==> config.mk <==
export PLATFORM = sky130hd
export DESIGN_NAME = bit_stuff_engine
export DESIGN_NICKNAME = d
export VERILOG_FILES = /design/src/rtl/bit_stuff_engine.sv
export SDC_FILE = /design/constraint.sdc
export NUM_CORES = 1
export LEC_CHECK = 0
export CAP_MARGIN = 10
export CELL_PAD_IN_SITES_DETAIL_PLACEMENT = 0
export CELL_PAD_IN_SITES_GLOBAL_PLACEMENT = 2
export CORE_MARGIN = 10
export CORE_UTILIZATION = 35
export DETAILED_ROUTE_END_ITERATION = 7
export PLACE_DENSITY = 0.7
export SYNTH_ARGS = -nofsm -noshare
export SYNTH_HDL_FRONTEND = slang
export SYNTH_SLANG_ARGS = --single-unit
==> constraint.sdc <==
create_clock -name clk -period 8.58 [get_ports clk]
set_input_delay 0.858 -clock clk [delete_from_list [all_inputs] [get_ports clk]]
set_output_delay 0.858 -clock clk [all_outputs]
set_load 0.05 [all_outputs]
==> src/rtl/bit_stuff_engine.sv <==
// Purpose: USB serial-path bit stuffer (mode=0) / unstuffer (mode=1) with a DEPTH-bit FIFO.
// Latency: a bit accepted in cycle N reaches the FIFO head in cycle N+1 at the earliest (no empty bypass).
// Backpressure: in_ready = ~full from registered level only; out_valid/out_bit hold while out_ready is low.
//
// Ports:
//   clk, rst         clock (rising edge), asynchronous active-high reset
//   mode             0 = stuff (insert 0 after RUN_LEN 1s), 1 = unstuff (remove it)
//   clear            synchronous flush of FIFO, run counter and any pending stuff bit
//   in_bit/in_valid/in_ready     upstream bit handshake
//   out_bit/out_valid/out_ready  downstream bit handshake
//   stuff_err        one-cycle pulse when unstuff mode sees RUN_LEN+1 consecutive 1s
//   level            FIFO occupancy (registered)

module bit_stuff_engine #(
    parameter int RUN_LEN = 6,
    parameter int DEPTH   = 16
) (
    input  logic                       clk,
    input  logic                       rst,
    input  logic                       mode,
    input  logic                       clear,
    input  logic                       in_bit,
    input  logic                       in_valid,
    output logic                       in_ready,
    output logic                       out_bit,
    output logic                       out_valid,
    input  logic                       out_ready,
    output logic                       stuff_err,
    output logic [$clog2(DEPTH+1)-1:0] level
);

    localparam int AW = $clog2(DEPTH);
    localparam int LW = $clog2(DEPTH + 1);
    localparam int RW = $clog2(RUN_LEN + 1);

    localparam logic [LW-1:0] FULL_LVL = LW'(DEPTH);
    localparam logic [RW-1:0] RUN_MAX  = RW'(RUN_LEN);

    logic [DEPTH-1:0] mem;
    logic [AW-1:0]    wr_ptr;
    logic [AW-1:0]    rd_ptr;
    logic [RW-1:0]    run;
    logic             mode_q;

    logic             full;
    logic             empty;
    logic             run_max;
    logic             head_bit;
    logic             in_beat;
    logic             out_beat;
    logic             push;
    logic             pop;
    logic [RW-1:0]    run_nxt;
    logic             err_nxt;

    // Status derived from registered state only.
    always_comb begin
        full     = (level == FULL_LVL);
        empty    = (level == '0);
        run_max  = (run == RUN_MAX);
        head_bit = mem[rd_ptr];
        in_ready = ~full;
    end

    // Output side. In stuff mode a saturated run forces a stuff 0 ahead of
    // the FIFO head; out_bit is gated so it reads 0 whenever nothing is valid.
    always_comb begin
        out_valid = ~empty;
        out_bit   = ~empty & head_bit;
        if (!mode_q && run_max) begin
            out_valid = 1'b1;
            out_bit   = 1'b0;
        end
    end

    always_comb begin
        in_beat  = in_valid & in_ready;
        out_beat = out_valid & out_ready;
    end

    // FIFO control and run counter. Stuff mode counts bits leaving the FIFO,
    // unstuff mode counts bits entering it. Because run only increments while
    // below RUN_MAX, it saturates without wrapping.
    always_comb begin
        push    = 1'b0;
        pop     = 1'b0;
        run_nxt = run;
        err_nxt = 1'b0;
        if (!mode_q) begin
            push = in_beat;
            if (out_beat) begin
                if (run_max) begin
                    run_nxt = '0;                // stuff 0 emitted, head untouched
                end else begin
                    pop     = 1'b1;
                    run_nxt = head_bit ? run + RW'(1) : '0;
                end
            end
        end else begin
            pop = out_beat;
            if (in_beat) begin
                if (run_max) begin
                    run_nxt = '0;                // bit after RUN_LEN 1s is dropped
                    err_nxt = in_bit;            // ...and must have been a 0
                end else begin
                    push    = 1'b1;
                    run_nxt = in_bit ? run + RW'(1) : '0;
                end
            end
        end
        // A mode switch restarts counting and discards a pending stuff 0.
        if (mode != mode_q) begin
            run_nxt = '0;
        end
        // clear wins over every transfer in its cycle.
        if (clear) begin
            push    = 1'b0;
            pop     = 1'b0;
            run_nxt = '0;
            err_nxt = 1'b0;
        end
    end

    always_ff @(posedge clk or posedge rst) begin
        if (rst) begin
            wr_ptr    <= '0;
            rd_ptr    <= '0;
            level     <= '0;
            run       <= '0;
            mode_q    <= 1'b0;
            stuff_err <= 1'b0;
        end else begin
            mode_q    <= mode;
            stuff_err <= err_nxt;
            run       <= run_nxt;
            if (clear) begin
                wr_ptr <= '0;
                rd_ptr <= '0;
                level  <= '0;
            end else begin
                if (push) begin
                    wr_ptr <= wr_ptr + AW'(1);
                end
                if (pop) begin
                    rd_ptr <= rd_ptr + AW'(1);
                end
                case ({push, pop})
                    2'b10:   level <= level + LW'(1);
                    2'b01:   level <= level - LW'(1);
                    default: level <= level;
                endcase
            end
        end
    end

    // Storage needs no reset: out_bit is gated by empty, and cleared
    // entries are never read before being rewritten.
    always_ff @(posedge clk) begin
        if (push) begin
            mem[wr_ptr] <= in_bit;
        end
    end

endmodule

### Word level (Yosys, flattened, before mapping)

Index checks and enable logic that the tools add are counted.

| storage, ports and cells | value |
|---|---|
| logic and storage cells | 68 |
| bits in writable memories | 0 |
| bits in read-only memories | 0 |
| memories | 0 |
| input bits | 7 |
| register bits after elaboration | 34 |
| latch bits | 0 |

| operators by class | value |
|---|---|
| multipliers | 0 |
| shift operators | 0 |
| add/sub/neg operators | 5 |
| reduce and logical (&&, ||, !) cells | 9 |
| magnitude comparators | 3 |
| divide/modulo/power cells | 0 |
| equal/unequal tests | 6 |
| bitwise logic cells | 5 |
| mux-type cells | 33 |

Operator list:

| cell | number |
|---|---|
| 3-bit two-way mux | 9 |
| 16-bit bitwise mux | 1 |
| 4-bit two-way mux | 4 |
| 1-bit two-way mux | 15 |
| 4-bit by 5-bit less-than comparator with 1-bit output (second input constant) | 2 |
| 5-bit one-hot mux with 2 select lines | 1 |
| 4-bit by 1-bit adder with 4-bit output (second input constant) | 2 |
| 5-bit by 1-bit adder with 5-bit output (second input constant) | 1 |
| 5-bit equality test (second input constant) | 1 |
| 5-bit logical NOT | 1 |
| 5-bit two-way mux | 1 |
| 5-bit by 1-bit subtractor with 5-bit output (second input constant) | 1 |
| 1-bit binary-select mux with 4-bit select | 1 |
| 1-bit demux with 4-bit select | 1 |
| 4-bit by 1-bit >= comparator with 1-bit output (second input constant) | 1 |
| 4-bit by 2-bit inequality test with 1-bit output (second input constant) | 1 |
| 2-bit nonzero test | 2 |
| 4-bit nonzero test | 1 |
| 3-bit by 1-bit adder with 3-bit output (second input constant) | 1 |
| 1-bit bitwise AND | 3 |
| 3-bit equality test (second input constant) | 1 |
| 3-bit nonzero test | 1 |
| 2-bit by 1-bit equality test with 1-bit output (second input constant) | 1 |
| 2-bit equality test (second input constant) | 1 |
| 5 further kinds | 7 |

### Logic depth before layout (Yosys ltp)

Gate-level depths: netlist (run 1).

| depth | value |
|---|---|
| word-level depth | 10 |
| mapped depth | 13 |

### Least setup slack after synthesis (run 1)

OpenSTA, ideal clock, no wires.

| timing path | value |
|---|---|
| kind | flip-flop to flip-flop |
| start | register level[4] |
| end | register level[4] |
| clock period less this slack | 3216 ps |
| slack | 5364 ps |
| buffers on the path | 1 |
| stages on the path, launching flop included | 12 |
| data required time | 8500 ps |
| library setup time | 80 ps |
| arrival time | 3136 ps |
| cell sequence | dfrtp_1 inv_1 a211o_1 buf_6 or3_2 inv_1 ha_1 nor2b_1 o21a_1 or4_4 and3_1 nor3_2 |

| on the way | value |
|---|---|
| longest elaborated chain between the ends | 10 |
| elaborated cells on any way between the ends | 20 |
| those cells by class | add/sub: 2; eq/ne: 3; mux: 9; bitwise: 4; reduce/logical: 2 |

Ends and longest elaborated chain:

| item | RTL line | RTL |
|---|---|---|
| start: declaration | 29 | `output logic [$clog2(DEPTH+1)-1:0] level` |
| start signal: assignment | 148 | `2'b10: level <= level + LW'(1);` |
| start signal: assignment | 149 | `2'b01: level <= level - LW'(1);` |
| start signal: assignment | 150 | `default: level <= level;` |
| 5-bit logical NOT | 59 | `empty = (level == '0);` |
| 1-bit inverter | 68 | `out_valid = ~empty;` |
| 1-bit two-way mux | 70 | `if (!mode_q && run_max) begin` |
| 1-bit bitwise AND | 78 | `out_beat = out_valid & out_ready;` |
| 1-bit two-way mux | 91 | `if (out_beat) begin` |
| 1-bit two-way mux | 89 | `if (!mode_q) begin` |
| 1-bit two-way mux | 116 | `if (clear) begin` |
| 2-bit by 1-bit equality test with 1-bit output / 2-bit equality test (equally long branches) | 147 | `case ({push, pop})` |
| 5-bit one-hot mux with 2 select lines | 147 |  |
| 5-bit two-way mux | 136 | `if (clear) begin` |

Parallel ways exist; a longest one is shown, timed or not.
A chain may end at the register's enable or synchronous reset.

### Final worst setup path (run 1)

| timing path | value |
|---|---|
| start | input port out_ready |
| end | register level[4] |

| on the way | value |
|---|---|
| longest elaborated chain between the ends | 7 |
| elaborated cells on any way between the ends | 9 |
| those cells by class | eq/ne: 2; mux: 5; bitwise: 1; reduce/logical: 1 |

Ends and longest elaborated chain:

| item | RTL line | RTL |
|---|---|---|
| start: declaration | 27 | `input logic out_ready,` |
| 1-bit bitwise AND * | 78 |  |
| 1-bit two-way mux | 91 |  |
| 1-bit two-way mux * | 89 |  |
| 1-bit two-way mux * | 116 |  |
| 2-bit by 1-bit equality test with 1-bit output / 2-bit equality test (equally long branches) | 147 |  |
| 5-bit one-hot mux with 2 select lines | 147 |  |
| 5-bit two-way mux | 136 |  |

Every way passes the cells marked *; elsewhere a longest branch is shown, timed or not.

==> flow_metrics.py, run 1 <==
metrics = {
    "outcome": {
        "status": "finished, final reports clean",
    },
    "floorplan": {
        "die_x_um": 93.5,
        "coreArea_um2": 5170,
        "rows": 26,
        "start_util_pct": 36.6,
        "fp.dieH_um": 93.5,
        "die_area_um2": 8750,
        "ioPinCount": 16,
    },
    "synthesis": {
        "synth_seq_cells": 34,
        "muxShareOfSynthArea_pct": 7.41,
        "synth_compound_area_share_pct": 8.60,
        "synth-main-ff-cell": "dfrtp_1",
        "synthXorXnorAreaFrac_pct": 3.70,
        "synth_top_area_share_pct": 25.4,
        "synthAdderAreaFrac_pct": 7.67,
        "synth.area.top_cells": "edfxtp_1, dfrtp_1, ha_1",
        "synth_cell_types": 43,
        "yosys_warnings": 0,
        "synthCells": 173,
        "post_synth.cell_area_avg_um2": 10.9,
        "yosysSeqAreaShare_pct": 49.2,
        "synth_simple_gate_area_share_pct": 19.5,
        "synth_edf_count": 16,
        "synthArstFlopShare_pct": 52.9,
        "synth_commonest_cells": "nor2_1, dfrtp_1, edfxtp_1",
        "yosys.area.top_type": "edfxtp_1",
        "syn-cell-area_um2": 1890,
        "synth_most_common_cell": "nor2_1",
        "synth_top_family_by_area": "simple AND/OR/NAND/NOR gates",
        "syn_nets": 191,
    },
    "route": {
        "firstDrtPassIters": 4,
        "routed_via_density": 4.89,
        "routed_wl_mm": 3.87,
        "dr_total_vias": 1275,
        "wl_per_cell_um": 14.8,
        "drt_iter0_drc": 37,
        "drt.antenna.violating_nets": 0,
        "drc_errors": 0,
    },
    "sta": {
        "worst_slack_ns": 5.03,
        "slew_headroom_pct": 50.8,
        "maxSlewViolCount": 0,
        "rsz0062_at_grt": "no",
        "min_period_over_period_pct": 41.3,
        "fmax_ghz": 0.282,
        "final-hold-violation-count": 0,
        "clock_skew_ns": 0.00687,
        "tightestPinTransition_ns": 0.738,
        "post-route-min-period_ns": 3.55,
        "finalSetupTns_ns": 0,
        "setup_viol": 0,
    },
    "cells_and_area": {
        "fin_util_pct": 43.4,
        "drive_above_1_share_pct": 12.0,
        "finalNetCount": 208,
        "area_delta_synth_final_pct": 18.8,
        "antenna_cells": 0,
        "postLayoutCellArea_um2": 2250,
    },
    "placement": {
        "dp_hpwl_mm": 2.83,
        "place_congestion": 0.775,
        "io_buffers": 15,
        "place_ws_ns": 4.73,
        "placedInstanceArea_um2": 2100,
    },
    "clock_network": {
        "cts_made_buffers": 5,
        "cts_resized": 0,
        "tritoncts": "yes",
        "post_cts.repair.setup_buffers": 0,
        "clk_path_buf_depth": 2,
        "clkTransAtPathRegs_ns": 0.07,
        "cts-root-buf": "clkbuf_8",
        "clock-sinks": 34,
        "holdBufCountCts": 0,
        "clk_latency_ns": 0.29,
        "htreeDepth": 2,
    },
    "hold_path": {
        "hp-class": "reg -> reg",
    },
    "global_routing": {
        "grt_antenna_before_repair": 0,
        "grt_max_degree": 20,
        "grt_pass1_vias": 1312,
        "gr-total-overflow": 0,
        "grt_pass1_wl_mm": 6.53,
        "grt_usage_pct": 9.58,
    },
    "setup_path": {
        "worstPathRequired_ns": 8.80,
        "cp.arrival_ns": 3.76,
        "criticalPathCategory": "in -> reg",
        "cp-start-kind": "input port",
        "crit_path_max_fanout": 8,
        "cp-end-kind": "register",
    },
    "power_and_ir_drop": {
        "ir_drop_mv": 0.145,
        "power.leakage_nw": 0.893,
        "power_density_nw_per_um2": 292,
    },
    "flow_run": {
        "drv_cap": 0,
    },
}
-- final cells by class --
class	count	area, µm²
fill	484	2930
clock inverter	2	60.1
sequential	34	931
timing repair buffer	16	158
clock buffer	6	82.6
multi-input combinational	122	887
inverter	11	41.3
tap	70	87.6
-- stage by stage --
step / power, W / hold slack [ns] / cells
final: 0.000656 / 0.530 / 261
after global routing: 0.000696 / 0.551 / 261
after CTS: 0.000665 / 0.531 / 261
after detailed placement: 0.000478 / 0.522 / 253
after global placement: 0.000475 / 0.499 / 253
after floorplan: 0.000409 / 0.479 / 173
-- cell usage in the layout (no fill, tap or decap), drive strengths merged --
cell type / Yosys / layout
nor2: 26 / 26
dfrtp: 18 / 18
edfxtp: 16 / 16
clkdlybuf4s50: 0 / 15
nand2: 13 / 13
inv: 11 / 11
ha: 10 / 10
a21oi: 7 / 7
nor3: 7 / 7
clkbuf: 3 / 6
mux2i: 5 / 5
xnor2: 4 / 4
mux4: 4 / 4
o21ai: 4 / 4
xor2: 4 / 4
nor2b: 4 / 4
nand2b: 3 / 3
or3: 3 / 3
and3: 3 / 3
and2: 2 / 2
o22ai: 2 / 2
o211ai: 2 / 2
nand3: 2 / 2
bufinv: 0 / 2
a211oi: 2 / 2
or4: 2 / 2
a21o: 1 / 1
nor4: 1 / 1
and3b: 1 / 1
a211o: 1 / 1
a311o: 1 / 1
a2111oi: 1 / 1
o31ai: 1 / 1
nand3b: 1 / 1
o2bb2ai: 1 / 1
and4b: 1 / 1
nand4: 1 / 1
o21a: 1 / 1
fa: 1 / 1
buf: 3 / 1
-- worst paths after layout --
check,to,cells after the start,start,slack [ns]
worst max-delay path,level[4],11,out_ready,5.03
min in group asynchronous,level[3],2,rst,0.99
worst max register to register,level[4],12,run[0],5.23
worst min register to register,run[0],1,run[0],0.53
worst min-delay path,run[0],1,run[0],0.53
max in group asynchronous,wr_ptr[3],2,rst,7.12
-- worst max-delay path: stages --
cell and delay, ns:
clkdlybuf4s50_1 0.53, inv_1 0.08, a211o_1 0.35, or3_2 0.51, inv_1 0.12, ha_1 0.27, nor2b_1 0.14, o21a_1 0.17
or4_4 0.41, and3_1 0.19, nor3_2 0.14
-- flip-flops by register name, indices dropped and copies added, names as in the netlist --
register,flops
level,5
rd_ptr,4
run,3
mode_q,1
mem,16
stuff_err,1
wr_ptr,4
-- power by group --
group	switching [W]	internal [W]	total, W	leakage, nW
combinational	0.000149	0.000105	0.000253	0.434
clock	0.0000598	0.000124	0.000184	0.0714
sequential	0.0000328	0.000186	0.000219	0.388
total	0.000241	0.000415	0.000656	0.893
-- layer usage --
| metal | global-route usage [%] | wire length, µm | up-vias |
|---|---|---|---|
| met5 | 0 | 0 | - |
| met4 | 3.34 | 47 | 0 |
| met3 | 3.84 | 178 | 5 |
| met2 | 15.1 | 1830 | 16 |
| met1 | 11.6 | 1820 | 613 |
| li1 | - | - | 641 |
-- cells by family after synthesis --
kind of cell | Yosys count
and+or+nand+nor | 70
DFF | 34
AOI/OAI and AO/OA | 24
buffers and inverters | 17
adders and majority gates | 11
muxes | 9
xor gates and xnor gates | 8
(Power assumes the default switching activity.)
==> run 2, diff against run 1 <==
==> constraint.sdc (replaced) <==
create_clock -name clk -period 3.7 [get_ports clk]
set_input_delay 0.37 -clock clk [delete_from_list [all_inputs] [get_ports clk]]
set_output_delay 0.37 -clock clk [all_outputs]
set_load 0.05 [all_outputs]
==> flow_metrics.py, run 2 (synthesized netlist as in run 1, its figures left out) <==
metrics = {
    "outcome": {
        "status": "finished, final reports clean",
    },
    "route": {
        "drt.antenna.violating_nets": 0,
        "routed_wl_mm": 3.85,
        "firstDrtPassIters": 6,
        "wl_per_cell_um": 14.6,
        "drt_iter0_drc": 40,
        "routed_via_density": 4.92,
        "dr_total_vias": 1299,
        "drc_errors": 0,
    },
    "clock_network": {
        "clk_latency_ns": 0.29,
        "post_cts.repair.setup_buffers": 0,
        "cts_made_buffers": 5,
        "clk_path_buf_depth": 2,
        "cts-root-buf": "clkbuf_8",
        "tritoncts": "yes",
        "holdBufCountCts": 0,
        "htreeDepth": 2,
        "cts_resized": 0,
        "clock-sinks": 34,
        "clkTransAtPathRegs_ns": 0.07,
    },
    "placement": {
        "dp_hpwl_mm": 2.86,
        "placedInstanceArea_um2": 2130,
        "place_congestion": 0.819,
        "io_buffers": 15,
    },
    "floorplan": {
        "rows": 26,
        "start_util_pct": 36.6,
        "fp.dieH_um": 93.5,
        "coreArea_um2": 5170,
        "die_area_um2": 8750,
        "ioPinCount": 16,
        "die_x_um": 93.5,
    },
    "power_and_ir_drop": {
        "power_density_nw_per_um2": 646,
        "ir_drop_mv": 0.404,
        "power.leakage_nw": 0.886,
    },
    "cells_and_area": {
        "multi_input_area_um2": 887,
        "finalNetCount": 211,
        "area_delta_synth_final_pct": 18.5,
        "fin_util_pct": 43.3,
        "largest_register_ffs": 16,
        "final_cell_mix": "nor2_1, dfrtp_1, edfxtp_1",
        "regArea_um2": 931,
        "postLayoutCellArea_um2": 2240,
        "layout_commonest_cell": "nor2_1",
        "top_register": "mem",
        "fill_cells": 492,
        "reg_top3": "mem: 16 flops, level: 5 flops",
        "drive_above_1_share_pct": 13.4,
        "antenna_cells": 0,
    },
    "sta": {
        "min_period_over_period_pct": 86.5,
        "fmax_ghz": 0.313,
        "final-hold-violation-count": 0,
        "tightestPinTransition_ns": 0.743,
        "maxSlewViolCount": 0,
        "post-route-min-period_ns": 3.20,
        "rsz0062_at_grt": "no",
        "slew_headroom_pct": 50.4,
        "clock_skew_ns": 0.00615,
        "finalSetupTns_ns": 0,
        "setup_viol": 0,
    },
    "global_routing": {
        "grt_pass1_vias": 1368,
        "gr-total-overflow": 0,
        "grt_usage_pct": 9.62,
        "grt_max_degree": 19,
        "grt_antenna_before_repair": 0,
        "grt_pass1_wl_mm": 6.56,
    },
    "setup_path": {
        "worstPathRequired_ns": 3.92,
        "crit_buf_inv": 2,
        "crit_family": "simple AND/OR/NAND/NOR gates",
        "crit_path_max_fanout": 4,
        "worst_path_max_delay_cell": "or3_2",
        "cpPeakStageDelay_ns": 0.48,
        "cp.arrival_ns": 3.42,
        "cp-start-kind": "register",
        "crit_chain": "inv_1 -> ha_1 -> and3b_1 -> a211o_1 -> or3_2 -> inv_1 -> ha_1 -> nor2b_1 -> o21a_1 -> or4_4 -> and3_1 -> nor3_2",
        "cp-end-kind": "register",
        "criticalPathCategory": "reg -> reg",
    },
    "hold_path": {
        "hp-class": "in -> async",
    },
    "flow_run": {
        "drv_cap": 0,
    },
}
==> run 2: cell types whose count changed in the layout (fill, tap and decap cells not counted) <==
cell / delta
clkbuf_8: -1
clkinvlp_4: +2
bufinv_16: -1
buf_4: +3
==> run 2: per-layer routing <==
layer / GRT usage, % / wire (µm)
met4: 3.86 / 32
met2: 15.9 / 1910
met5: 0 / 0
met3: 3.36 / 176
met1: 11.1 / 1730
==> run 2: path summary, 6_finish.rpt <==
check                      startpoint        end  slack (ns)  cells after the start
min reg2reg                    run[0]     run[0]        0.53                      1
min in group clk               run[0]     run[0]        0.53                      1
max                            run[0]   level[4]        0.50                     12
min                               rst   level[3]        0.50                      2
max in group asynchronous         rst  wr_ptr[3]        2.73                      2
max reg2reg                    run[0]   level[4]        0.50                     12
==> run 2: layout make-up <==
class | instances | area share, %
clock buffer | 5 | 3.07
multi-input combinational | 122 | 39.6
sequential | 34 | 41.5
clock inverter | 3 | 2.01
timing repair buffer | 19 | 8.04
inverter | 11 | 1.84
tap | 70 | 3.91
==> run 2: power breakdown <==
| group | internal [W] | leakage, nW | switching, W | total [W] |
|---|---|---|---|---|
| Sequential | 0.000431 | 0.388 | 0.0000762 | 0.000507 |
| Clock | 0.000200 | 0.0504 | 0.000143 | 0.000343 |
| Combinational | 0.000251 | 0.448 | 0.000346 | 0.000597 |
==> run 2: per-stage QoR <==
step           hold slack [ns]  setup slack (ns)  total power [W]  std cells
2_1_floorplan            0.309             0.484         0.000948        173
4_1_cts                  0.527             0.482          0.00147        264
5_1_grt                  0.567             0.318          0.00154        264
3_3_place_gp             0.500             0.550          0.00112        256
6_report                 0.504             0.500          0.00145        264
3_5_place_dp             0.522             0.489          0.00112        256
